$ cat config.mk
export PLATFORM = sky130hd
export DESIGN_NAME = bcd_7seg_flat
export DESIGN_NICKNAME = d
export VERILOG_FILES = /design/src/rtl/bcd_7seg_if.sv /design/src/rtl/bcd_7seg.sv /design/src/flat_wrapper.sv
export SDC_FILE = /design/constraint.sdc
export NUM_CORES = 1
export LEC_CHECK = 0
export BUFFER_PORTS_ARGS = -buffer_cell sky130_fd_sc_hd__buf_2
export CAP_MARGIN = 20
export CORE_AREA = 2 2 39 41
export CTS_CLUSTER_SIZE = 14
export DETAILED_ROUTE_END_ITERATION = 10
export DIE_AREA = 0 0 41 43
export PLACE_DENSITY_LB_ADDON = 0.12
export SETUP_SLACK_MARGIN = 0.1
export SLEW_MARGIN = 20
export SYNTH_ARGS = -nofsm -noshare
export SYNTH_HDL_FRONTEND = slang
export SYNTH_SLANG_ARGS = --single-unit
$ cat constraint.sdc
create_clock -name clk -period 1.5 [get_ports clk]
set_input_delay 0.375 -clock clk [delete_from_list [all_inputs] [get_ports clk]]
set_output_delay 0.375 -clock clk [all_outputs]
set_load 0.02 [all_outputs]
$ cat src/rtl/bcd_7seg_if.sv
// Signal bundle between a display driver and the bcd_7seg decoder.
// The master drives the digit code and controls; the slave returns the registered segment drive.
interface bcd_7seg_if;
  logic [3:0] bcd;
  logic       blank;
  logic       lamp_test;
  logic       dp_in;
  logic [6:0] display;
  logic       dp;
  logic       invalid;

  modport master (
    output bcd, blank, lamp_test, dp_in,
    input  display, dp, invalid
  );

  modport slave (
    input  bcd, blank, lamp_test, dp_in,
    output display, dp, invalid
  );
endinterface

$ cat src/rtl/bcd_7seg.sv
// Registered BCD/hex to 7-segment decoder with lamp test, blanking and decimal point.
// All outputs update one clock after the inputs are sampled.
module bcd_7seg #(
  parameter bit ACTIVE_LOW = 1'b1,
  parameter bit HEX_EN     = 1'b0
) (
  input  logic        clk,
  input  logic        rst_n,
  bcd_7seg_if.slave   bus
);

  logic [6:0] glyph_ag;   // lit set, bit 6 = a ... bit 0 = g
  logic [6:0] lit_ag;
  logic [6:0] lit_idx;    // lit set, bit 0 = a ... bit 6 = g
  logic       dp_lit;
  logic       invalid_d;
  logic [6:0] display_d;
  logic       dp_d;
  logic [6:0] display_q;
  logic       dp_q;
  logic       invalid_q;

  always_comb begin
    glyph_ag  = 7'b0000000;
    invalid_d = 1'b0;
    case (bus.bcd)
      4'd0:  glyph_ag = 7'b1111110;
      4'd1:  glyph_ag = 7'b0110000;
      4'd2:  glyph_ag = 7'b1101101;
      4'd3:  glyph_ag = 7'b1111001;
      4'd4:  glyph_ag = 7'b0110011;
      4'd5:  glyph_ag = 7'b1011011;
      4'd6:  glyph_ag = 7'b1011111;
      4'd7:  glyph_ag = 7'b1110000;
      4'd8:  glyph_ag = 7'b1111111;
      4'd9:  glyph_ag = 7'b1111011;
      4'd10: glyph_ag = HEX_EN ? 7'b1110111 : 7'b0000000;
      4'd11: glyph_ag = HEX_EN ? 7'b0011111 : 7'b0000000;
      4'd12: glyph_ag = HEX_EN ? 7'b1001110 : 7'b0000000;
      4'd13: glyph_ag = HEX_EN ? 7'b0111101 : 7'b0000000;
      4'd14: glyph_ag = HEX_EN ? 7'b1001111 : 7'b0000000;
      default: glyph_ag = HEX_EN ? 7'b1000111 : 7'b0000000;
    endcase
    // invalid tracks the code alone, independent of blank/lamp_test
    if (bus.bcd > 4'd9) begin
      invalid_d = !HEX_EN;
    end
  end

  always_comb begin
    lit_ag = glyph_ag;
    if (bus.lamp_test) begin
      lit_ag = 7'b1111111;
    end else if (bus.blank) begin
      lit_ag = 7'b0000000;
    end
  end

  assign dp_lit = bus.lamp_test | (~bus.blank & bus.dp_in);

  genvar gi;
  generate
    for (gi = 0; gi < 7; gi++) begin : g_seg_order
      assign lit_idx[gi] = lit_ag[6 - gi];
    end
  endgenerate

  assign display_d = lit_idx ^ {7{ACTIVE_LOW}};
  assign dp_d      = dp_lit ^ ACTIVE_LOW;

  always_ff @(posedge clk) begin
    if (!rst_n) begin
      display_q <= {7{ACTIVE_LOW}};
      dp_q      <= ACTIVE_LOW;
      invalid_q <= 1'b0;
    end else begin
      display_q <= display_d;
      dp_q      <= dp_d;
      invalid_q <= invalid_d;
    end
  end

  assign bus.display = display_q;
  assign bus.dp      = dp_q;
  assign bus.invalid = invalid_q;

endmodule

$ cat src/flat_wrapper.sv
// flat-port wrapper written by rule: the top's interface ports become plain ports
module bcd_7seg_flat 
#(
  parameter bit ACTIVE_LOW = 1'b1,
  parameter bit HEX_EN     = 1'b0
)
  (clk, rst_n, bus_bcd, bus_blank, bus_lamp_test, bus_dp_in, bus_display, bus_dp, bus_invalid);
  bcd_7seg_if bus_i ();
  input  logic clk;
  input  logic rst_n;
  input wire logic [$bits(bus_i.bcd)-1:0] bus_bcd;
  input wire logic [$bits(bus_i.blank)-1:0] bus_blank;
  input wire logic [$bits(bus_i.lamp_test)-1:0] bus_lamp_test;
  input wire logic [$bits(bus_i.dp_in)-1:0] bus_dp_in;
  output wire logic [$bits(bus_i.display)-1:0] bus_display;
  output wire logic [$bits(bus_i.dp)-1:0] bus_dp;
  output wire logic [$bits(bus_i.invalid)-1:0] bus_invalid;
  assign bus_i.bcd = bus_bcd;
  assign bus_i.blank = bus_blank;
  assign bus_i.lamp_test = bus_lamp_test;
  assign bus_i.dp_in = bus_dp_in;
  assign bus_display = bus_i.display;
  assign bus_dp = bus_i.dp;
  assign bus_invalid = bus_i.invalid;
  bcd_7seg #(.ACTIVE_LOW(ACTIVE_LOW), .HEX_EN(HEX_EN)) u_core (.clk(clk), .rst_n(rst_n), .bus(bus_i));
endmodule
# [Word level (Yosys, flattened, before mapping)]
# Memories as Yosys holds them, arrays and structs flattened.
# Index checks and enable logic that the tools add are counted.
[classes] order_cmp=1 mux=3 n_bitwise=5
[ops] cell="$mux 7" count=2
[ops] cell="$not 7->7" count=1
[ops] cell="$gt 4x4->1 const B" count=1
[ops] cell="$not 1->1" count=2
[ops] cell="$and 1x1->1" count=1
[ops] cell="$mux 1" count=1
[ops] cell="$or 1x1->1" count=1
[totals] regBits=9 mem_bits_ro=112 inputBits=9 output_inout_bits=9 mem_count=1
[memory_table] memory="(name not given)" depth=16 width=7 rd=1 rd_ports_with_merged_regs=0 write_ports=0 line="bcd_7seg.sv:26" text="case (bus.bcd)"

# [Logic depth before layout (Yosys ltp)]
[logic_depth] word_depth=4 ltp_mapped=5 mapped_depth_nobuf=5

# [Worst setup path after synthesis]
# No wires, ideal clock.
[synth_path] path_kind="input-to-reg" start="in bus_bcd[0]" end="reg u_core.display_q[1], in the netlist u_core.bus.display[1]" setup_ps=121 t_arrival_ps=1097 setup_slack_ps=282 stages=5 n_path_buf=0 path_cell_list="inv_1 > ha_1 > o21a_1 > a211oi_1 > o21ai_0"
[synth_via] elab_chain_cells=4
[synth_rtl] item="from (decl)" line="flat_wrapper.sv:11" text="input wire logic [$bits(bus_i.bcd)-1:0] bus_bcd;"
[synth_rtl] item="$mem_v2 16x7"
[synth_rtl] item="$mux 7" line="bcd_7seg.sv:54" text="end else if (bus.blank) begin"
[synth_rtl] item="$mux 7" line="bcd_7seg.sv:52" text="if (bus.lamp_test) begin"
[synth_rtl] item="$not 7->7 (no line)"
[synth_rtl] item="to (signal assigned)" line="bcd_7seg.sv:73" text="display_q <= {7{ACTIVE_LOW}};"
[synth_rtl] item="to (signal assigned)" line="bcd_7seg.sv:77" text="display_q <= display_d;"
[synth_rtl] item="to (decl)" line="bcd_7seg.sv:19" text="logic [6:0] display_q;"
# No other way between the ends.
# A chain may end at the register's enable or synchronous reset.

# [Worst setup path in the final report]
# Ends and elaborated chain as after synthesis.

==> impl_metrics.ini <==
[status]
status = completed

[logic_synthesis]
ys_seq_elements = 9
syn-instance-count = 45
syn_nets = 59
yosysSeqAreaShare = 0.406
ys_types = 19
yosys_warnings = 0
synth_area_sq_um = 444
syn_area_per_cell_sq_um = 9.87

[cells_and_area]
fin_util = 0.413
n_fill_cell = 160
antennaDiodeCount = 0
final_nets = 81
synthToLayoutAreaGrowth_pct = 28.7
final_common_cell = buf_2
final_cell_mix = buf_2, dfxtp_1, ha_1, nand3_1
drive_gt1_frac = 0.333

[placed_design]
port-buffer-count = 17
globalplace.congestion = 0.808

[sta]
finalSetupTns_ns = 0
worst_slew_pin_slew_ns = 0.230
slew_violations = 0
relSlewSlack = 0.845
finalCritPeriodShare = 0.771
finalHoldViolCount = 0
rsz0062_at_grt = false
setup_viol = 0
clock.fmax_ghz = 0.865
period_needed_ns = 1.16

[job]
maxCapViolCount = 0

[floorplanning]
die_area_sq_mm = 0.00176
io_pins = 18
die_w_um = 41
die_h_um = 43
start_util = 0.321
row_count = 14
core_sq_mm = 0.00138

[critical_path]
critPathSlowestCell = ha_1
end_kind = register
critPathRequiredTime_ns = 1.63
cpPeakStageDelay_ns = 0.32
crit_path_max_fanout = 3
path_delay_family = compound AO/OA/AOI/OAI gates
crit_chain = buf_2, inv_1, ha_1, o21a_1, a211oi_1, o21ai_0
critPathLaunchType = primary input
path_class = primary input to register
cp.arrival_ns = 1.28
crit_buf_inv = 2

[clocking]
cts_setup_buffers = 0
htreeDepth = 1
cts_hold_buffers = 0
clock-root-buffer = clkbuf_4
cts_tree = yes
clock_sinks = 9
cts_made_buffers = 3
clockBufferDepth = 2
cts_resized = 0
path_clk_slew_ns = 0.05

[drt]
wl_um = 835
route.detailed.drc = 0
dr.pass1.iters = 2
vias_per_cell = 4.54
avgRoutedWirePerCell_um = 10.2
first_iter_violations = 5
drt.antenna.violating_nets = 0
vias = 372

[hold_path]
min_to = u_core.bus.display[3]
min_from = rst_n
hold_path_class = primary input to register
worstHoldPathCells = 2

[power_and_ir_drop]
pwr_density_cell_mw_per_mm2 = 951
max-vdd-ir-drop_mv = 0.236
leakage_nw = 0.270
switching_share = 0.258
clockPowerShare = 0.316
p_int_mw = 0.403
seqPwrFrac = 0.477
p_sw_mw = 0.140
power_mw = 0.544
comb_power_share = 0.207

[global_route]
grt_pass1_vias = 346
grt_max_degree = 12
grtUsageTotal = 0.120
overflow = 0
grt_antenna_before_repair = 0
grt_pass1_wl_mm = 1.41
==> cell families after synthesis <==
family                   Yosys count  share of synthesized area
AND/OR/NAND/NOR                   14                      0.177
AO/OA/AOI/OAI                     14                      0.234
buffers and inverters              3                     0.0423
adder cells (fa/ha/maj)            5                      0.141
flip-flops                         9                      0.406
==> metal layers <==
metal	track usage	wire (um)	vias up
met4	0.100	0	0
met5	0	0	-
li1	-	-	202
met1	0.154	390	158
met3	0.0157	43	0
met2	0.169	401	12
==> area by class of cell <==
| class | instances | area [sq um] | area share |
|---|---|---|---|
| well taps | 16 | 20.0 | 0.0350 |
| multi-input cells | 33 | 245 | 0.429 |
| flip-flops and latches | 9 | 180 | 0.315 |
| repair buffers | 18 | 92.6 | 0.162 |
| inverters | 2 | 7.51 | 0.0131 |
| clock buffers | 4 | 26.3 | 0.0460 |
==> metrics by stage <==
step	worst slack [ns]	instance area, sq um	hold WS [ns]	cells
floorplan	0.282	444	0.447	45
global placement	0.118	546	0.636	78
detailed placement	0.0875	546	0.634	78
CTS	0.350	572	0.376	82
global route	0.284	572	0.379	82
finish	0.343	572	0.379	82
==> how the worst max path moves through the flow <==
stage                from  slack [ns]  depth (start not counted)                    end
2_1_floorplan  bus_bcd[0]        0.28                          5  u_core.bus.display[1]
3_3_place_gp   bus_bcd[0]        0.12                          6  u_core.bus.display[1]
3_5_place_dp   bus_bcd[0]        0.09                          6  u_core.bus.display[1]
4_1_cts        bus_bcd[0]        0.35                          6  u_core.bus.display[1]
5_1_grt        bus_bcd[0]        0.28                          6  u_core.bus.display[1]
6_report       bus_bcd[0]        0.34                          6  u_core.bus.display[1]
==> sequential cells by signal (all words and copies together), names as in the netlist <==
register and flops:
u_core.bus.display 7, u_core.bus.invalid 1, u_core.bus.dp 1
==> synth_stat cells, drive strengths merged <==
cell,n,area share
nand3b,1,0.017
nor2,3,0.025
or2b,1,0.017
o21a,2,0.034
nand3,4,0.045
o21ai,4,0.045
dfxtp,9,0.41
and2b,1,0.017
nand2b,2,0.028
o21bai,1,0.042
a21oi,3,0.034
a211oi,1,0.017
ha,5,0.14
inv,2,0.017
o211a,1,0.023
o311ai,2,0.039
buf,1,0.025
nor2b,2,0.028
==> power groups by stage <==
stage	Clock (mW)	Combinational [mW]	Sequential, mW
after CTS	0.180	0.114	0.260
final	0.172	0.113	0.259
after detailed placement	0	0.113	0.265
after global placement	0	0.114	0.265
after global routing	0.195	0.126	0.262
after floorplan	0	0.0449	0.288
(Power assumes the default switching activity.)
